File: src/rtl/seq_pkg.sv
// Shared definitions for the instruction sequencer: FSM states and instruction opcode decode.
package seq_pkg;

    localparam int unsigned WORD_W = 16;
    localparam int unsigned OP_MSB = 15;
    localparam int unsigned OP_LSB = 13;
    localparam logic [2:0]  HALT_OP = 3'b111;

    typedef enum logic [2:0] {
        ST_IDLE,
        ST_FETCH,
        ST_LOAD,
        ST_START,
        ST_RUN,
        ST_CAPTURE,
        ST_DONE
    } seq_state_e;

    function automatic logic is_halt(input logic [WORD_W-1:0] instr);
        return instr[OP_MSB:OP_LSB] == HALT_OP;
    endfunction

endpackage

File: src/rtl/prog_mem.sv
// Program memory: synchronous write, combinational read, no reset so contents survive system reset.
module prog_mem
    import seq_pkg::*;
#(
    parameter int unsigned DEPTH = 16,
    parameter int unsigned AW    = 4
) (
    input  logic              clk,
    input  logic              we_i,
    input  logic [AW-1:0]     waddr_i,
    input  logic [WORD_W-1:0] wdata_i,
    input  logic [AW-1:0]     raddr_i,
    output logic [WORD_W-1:0] rdata_c
);

    logic [WORD_W-1:0] mem_q [DEPTH];

    always_ff @(posedge clk) begin
        if (we_i) begin
            mem_q[waddr_i] <= wdata_i;
        end
    end

    assign rdata_c = mem_q[raddr_i];

endmodule

File: src/rtl/instr_sequencer.sv
// Steps through program memory, issuing each word to the cpu via load/start handshake
// and capturing its result and flags; a per-phase watchdog aborts a stuck cpu.
module instr_sequencer
    import seq_pkg::*;
#(
    parameter int unsigned DEPTH   = 16,
    parameter int unsigned AW      = 4,
    parameter int unsigned TIMEOUT = 64
) (
    input  logic              clk,
    input  logic              reset,
    input  logic              go,
    input  logic              prog_we,
    input  logic [AW-1:0]     prog_addr,
    input  logic [WORD_W-1:0] prog_data,
    input  logic              cpu_w,
    input  logic [WORD_W-1:0] cpu_out,
    input  logic              cpu_N,
    input  logic              cpu_V,
    input  logic              cpu_Z,
    output logic              cpu_s,
    output logic              cpu_load,
    output logic [WORD_W-1:0] cpu_in,
    output logic              busy,
    output logic              done,
    output logic              err,
    output logic [AW-1:0]     pc,
    output logic [WORD_W-1:0] result,
    output logic [2:0]        flags,
    output logic [AW:0]       icount
);

    localparam int unsigned TW = $clog2(TIMEOUT + 1);

    seq_state_e        state_q, state_d;
    logic [AW-1:0]     pc_q, pc_d;
    logic [AW:0]       icount_q, icount_d;
    logic [WORD_W-1:0] result_q, result_d;
    logic [2:0]        flags_q, flags_d;
    logic [WORD_W-1:0] cpu_in_q, cpu_in_d;
    logic              cpu_s_q, cpu_s_d;
    logic              cpu_load_q, cpu_load_d;
    logic              busy_q, busy_d;
    logic              done_q, done_d;
    logic              err_q, err_d;
    logic [TW-1:0]     tmo_q, tmo_d;
    logic [WORD_W-1:0] mem_rdata_c;

    // Writes are only honoured while no run is in progress.
    prog_mem #(
        .DEPTH (DEPTH),
        .AW    (AW)
    ) u_prog_mem (
        .clk     (clk),
        .we_i    (prog_we && !busy_q),
        .waddr_i (prog_addr),
        .wdata_i (prog_data),
        .raddr_i (pc_q),
        .rdata_c (mem_rdata_c)
    );

    always_comb begin
        state_d  = state_q;
        pc_d     = pc_q;
        icount_d = icount_q;
        result_d = result_q;
        flags_d  = flags_q;
        cpu_in_d = cpu_in_q;
        err_d    = err_q;
        tmo_d    = tmo_q;

        unique case (state_q)
            ST_IDLE, ST_DONE: begin
                if (go) begin
                    state_d  = ST_FETCH;
                    pc_d     = '0;
                    icount_d = '0;
                    result_d = '0;
                    flags_d  = '0;
                    err_d    = 1'b0;
                end
            end
            ST_FETCH: begin
                cpu_in_d = mem_rdata_c;
                state_d  = is_halt(mem_rdata_c) ? ST_DONE : ST_LOAD;
            end
            ST_LOAD: begin
                state_d = ST_START;
                tmo_d   = '0;
            end
            ST_START: begin
                if (!cpu_w) begin
                    state_d = ST_RUN;
                    tmo_d   = '0;
                end else if (tmo_q == TW'(TIMEOUT)) begin
                    err_d   = 1'b1;
                    state_d = ST_DONE;
                end else begin
                    tmo_d = tmo_q + TW'(1);
                end
            end
            ST_RUN: begin
                if (cpu_w) begin
                    state_d = ST_CAPTURE;
                end else if (tmo_q == TW'(TIMEOUT)) begin
                    err_d   = 1'b1;
                    state_d = ST_DONE;
                end else begin
                    tmo_d = tmo_q + TW'(1);
                end
            end
            ST_CAPTURE: begin
                result_d = cpu_out;
                flags_d  = {cpu_N, cpu_V, cpu_Z};
                icount_d = icount_q + (AW + 1)'(1);
                if (pc_q == AW'(DEPTH - 1)) begin
                    state_d = ST_DONE;
                end else begin
                    pc_d    = pc_q + AW'(1);
                    state_d = ST_FETCH;
                end
            end
            default: state_d = ST_IDLE;
        endcase

        // Handshake and status flags are registered copies of the upcoming state.
        cpu_load_d = (state_d == ST_LOAD);
        cpu_s_d    = (state_d == ST_START);
        busy_d     = (state_d != ST_IDLE) && (state_d != ST_DONE);
        done_d     = (state_d == ST_DONE);
    end

    always_ff @(posedge clk or negedge reset) begin
        if (!reset) begin
            state_q    <= ST_IDLE;
            pc_q       <= '0;
            icount_q   <= '0;
            result_q   <= '0;
            flags_q    <= '0;
            cpu_in_q   <= '0;
            cpu_s_q    <= 1'b0;
            cpu_load_q <= 1'b0;
            busy_q     <= 1'b0;
            done_q     <= 1'b0;
            err_q      <= 1'b0;
            tmo_q      <= '0;
        end else begin
            state_q    <= state_d;
            pc_q       <= pc_d;
            icount_q   <= icount_d;
            result_q   <= result_d;
            flags_q    <= flags_d;
            cpu_in_q   <= cpu_in_d;
            cpu_s_q    <= cpu_s_d;
            cpu_load_q <= cpu_load_d;
            busy_q     <= busy_d;
            done_q     <= done_d;
            err_q      <= err_d;
            tmo_q      <= tmo_d;
        end
    end

    assign cpu_s    = cpu_s_q;
    assign cpu_load = cpu_load_q;
    assign cpu_in   = cpu_in_q;
    assign busy     = busy_q;
    assign done     = done_q;
    assign err      = err_q;
    assign pc       = pc_q;
    assign result   = result_q;
    assign flags    = flags_q;
    assign icount   = icount_q;

endmodule

File: config.mk
export PLATFORM = sky130hd
export DESIGN_NAME = instr_sequencer
export DESIGN_NICKNAME = d
export VERILOG_FILES = /design/src/rtl/seq_pkg.sv /design/src/rtl/prog_mem.sv /design/src/rtl/instr_sequencer.sv
export SDC_FILE = /design/constraint.sdc
export NUM_CORES = 1
export LEC_CHECK = 0
export CAP_MARGIN = 20
export CORE_MARGIN = 4
export CORE_UTILIZATION = 58
export CTS_CLUSTER_SIZE = 25
export DETAILED_ROUTE_END_ITERATION = 10
export PLACE_DENSITY = 0.75
export SKIP_LAST_GASP = 1
export SLEW_MARGIN = 20
export SYNTH_ARGS = -nofsm -noshare
export SYNTH_HDL_FRONTEND = slang
export SYNTH_SLANG_ARGS = --single-unit
File: constraint.sdc
create_clock -name clk -period 3.05 [get_ports clk]
set_input_delay 0.4575 -clock clk [delete_from_list [all_inputs] [get_ports clk]]
set_output_delay 0.4575 -clock clk [all_outputs]
set_load 0.05 [all_outputs]
==> results.py <==
metrics = {
    "route": {
        "ant_nets": 0,
        "initialDrtViolationCount": 589,
        "dr.pass1.iters": 5,
        "vias": 6759,
        "routed_wl_um": 26910,
        "viasPerCell": 6.128,
        "route.detailed.drc": 0,
        "routedWlPerCell_um": 24.40,
    },
    "setup_path": {
        "cp-end-kind": "output pin",
        "cp_max_fo": 27,
        "cp-start-kind": "flip-flop",
        "worstPathArrival_ns": 2.35,
        "cp_slowest_stage_delay_ns": 0.95,
        "cp_cell_sequence": "clkdlybuf4s50_1",
        "crit_buf_inv": 1,
        "cp_slowest_cell": "clkdlybuf4s50_1",
        "crit_type": "flip-flop to output pin",
        "cp.required_ns": 2.59,
        "crit_family": "buffers and inverters",
    },
    "floorplanning": {
        "die_area_sq_um": 23740,
        "die_y_um": 154.1,
        "ios": 93,
        "dieWidth_um": 154.1,
        "core_sq_um": 21020,
        "start_util": 0.5888,
        "row_count": 53,
    },
    "yosys": {
        "syn_nets": 723,
        "synth_flop_cell": "edfxtp_1",
        "syn_inst": 675,
        "avgSynthCellArea_sq_um": 18.34,
        "yosysSeqAreaShare": 0.7403,
        "ys_ff_latch": 315,
        "synth_edf_count": 256,
        "yosysTopAreaCell": "edfxtp_1",
        "ys_types": 48,
        "synthArstFlopShare": 0.1873,
        "yosys_warnings": 0,
        "syn-cell-area_sq_um": 12380,
        "synth.top_cell.area_share": 0.6210,
        "synth_area_leaders": "edfxtp_1 (62%), mux4_2 (12%), dfrtp_1 (12%)",
    },
    "grt": {
        "grt_antenna_before_repair": 0,
        "grt_pass1_vias": 6928,
        "grt_pass1_wl_um": 41710,
        "grt_overflow_total": 0,
        "track_usage": 0.2305,
        "grt_max_degree": 57,
    },
    "timing": {
        "period_share": 0.9207,
        "setup_tns_ns": 0,
        "max_freq_mhz": 356.1,
        "setup_viol": 0,
        "tightestPinTransition_ns": 0.7169,
        "maxSlewViolCount": 0,
        "final-hold-violation-count": 0,
        "period_needed_ns": 2.808,
        "hold_slack_ns": 0.4608,
        "slew_headroom": 0.5221,
        "rsz0062_at_grt": "no",
        "fin_worst_skew_ns": 0.01261,
    },
    "layout": {
        "n_antenna_cell": 0,
        "synthToLayoutAreaGrowth_pct": 20.15,
        "fin_nets": 851,
        "mostFrequentLayoutCells": "edfxtp_1 (256), nand2_1 (96), clkdlybuf4s50_1 (91)",
        "drive_above_1_share": 0.1981,
        "final_common_cell": "edfxtp_1",
    },
    "cts": {
        "tritoncts": "built",
        "h-tree-depth": 1,
        "numClockSinks": 315,
        "clock_latency_ns": 0.56,
        "clock-root-buffer": "clkbuf_16",
        "cts_buffers": 31,
        "worst_setup_hold_path_clk_slew_ns": 0.07,
        "cts_buffer_depth": 3,
    },
    "worst_hold_path": {
        "worstHoldPathType": "input pin to flip-flop",
    },
    "placement": {
        "place_hpwl_um": 15790,
        "portBuffers": 92,
        "routabilityCongestion": 0.8311,
    },
    "run_status": {
        "status": "finished, final reports clean",
    },
    "pwr": {
        "powerDensity_nw_per_um2": 798.2,
        "ir_drop_uv": 505.3,
        "p_leak_nw": 5.053,
    },
    "run": {
        "maxCapViolations": 0,
    },
}
[kinds of logic after synthesis]
kind of cell               after synthesis  synth area share
and+or+nand+nor                        172           0.06510
AOI/OAI and AO/OA                       61           0.02689
muxes                                   85            0.1499
adders and majority gates                4          0.004043
DFF                                    315            0.7403
xor gates and xnor gates                 3          0.002123
buffers and inverters                   35           0.01162
[timing repair]
action,in CTS,in global routing
hold endpoints to repair,24,0
buffers inserted,0,0
hold buffers,1,0
resized for setup,0,0
[cell usage after synthesis (all sizes together) (2+ instances only)]
library cell / count
or3: 2
buf: 17
nor3: 7
mux4: 77
mux2i: 5
inv: 2
edfxtp: 256
and4b: 2
ha: 4
xnor2: 2
nor2b: 2
nand2b: 7
nand4: 3
clkbuf: 16
nand2: 96
o21ai: 43
a21oi: 9
or2: 2
and3: 3
mux2: 3
nand4b: 2
nor2: 24
nor3b: 3
nand3: 8
dfrtp: 59
or3b: 2
[area by class of cell]
| cell class | count | area (sq um) |
|---|---|---|
| tap | 275 | 344.1 |
| clock buffer | 44 | 854.6 |
| clock inverter | 14 | 187.7 |
| timing repair buffer | 128 | 1214 |
| fill | 1264 | 6150 |
| inverter | 2 | 7.507 |
| sequential | 315 | 9169 |
| multi-input combinational | 325 | 3095 |
[per-layer routing]
| metal | routed length [um] | vias up | global-route usage |
|---|---|---|---|
| met5 | 0 | - | 0 |
| met1 | 10810 | 3491 | 0.3215 |
| met3 | 1759 | 46 | 0.03828 |
| met2 | 13790 | 283 | 0.3912 |
| li1 | - | 2939 | - |
| met4 | 551 | 0 | 0.05088 |
[registers in the layout, indices dropped and copies added (netlist names)]
signal,flops
result,16
cpu_in,16
cpu_s,1
tmo_q,7
flags,3
cpu_load,1
pc,4
busy,1
err,1
icount,5
state_q,3
done,1
u_prog_mem.mem_q,256
[worst paths after layout]
| check | to | startpoint | slack [ns] | cells after the start |
|---|---|---|---|---|
| worst max-delay path | pc[1] | pc[1] | 0.24 | 1 |
| worst min-delay path | result[10] | cpu_out[10] | 0.46 | 3 |
| worst max register to register | busy | pc[1] | 0.55 | 5 |
| worst min register to register | cpu_in[9] | cpu_in[9] | 0.48 | 2 |
| max in group asynchronous | cpu_in[7] | reset | 1.93 | 3 |
| min in group asynchronous | tmo_q[3] | reset | 0.48 | 2 |
[through the flow]
stage | power, mW | setup WS [ns] | cells | util | area [sq um]
after global routing | 12.36 | 0.1620 | 1103 | 0.7075 | 14870
after global placement | 8.041 | 0.5883 | 1044 | 0.6574 | 13820
after CTS | 11.96 | 0.2029 | 1103 | 0.7075 | 14870
final | 11.87 | 0.2420 | 1103 | 0.7075 | 14870
after detailed placement | 8.115 | 0.5429 | 1044 | 0.6574 | 13820
after floorplan | 7.161 | 0.2241 | 675 | - | 12380
[power by group]
| part | total, mW | leakage [nW] | internal [mW] | switching [mW] |
|---|---|---|---|---|
| sequential | 5.20 | 3.07 | 4.94 | 0.263 |
| combinational | 2.83 | 1.47 | 1.14 | 1.68 |
| clock | 3.84 | 0.507 | 2.30 | 1.54 |
No activity file was read; power rests on OpenSTA's default activity.
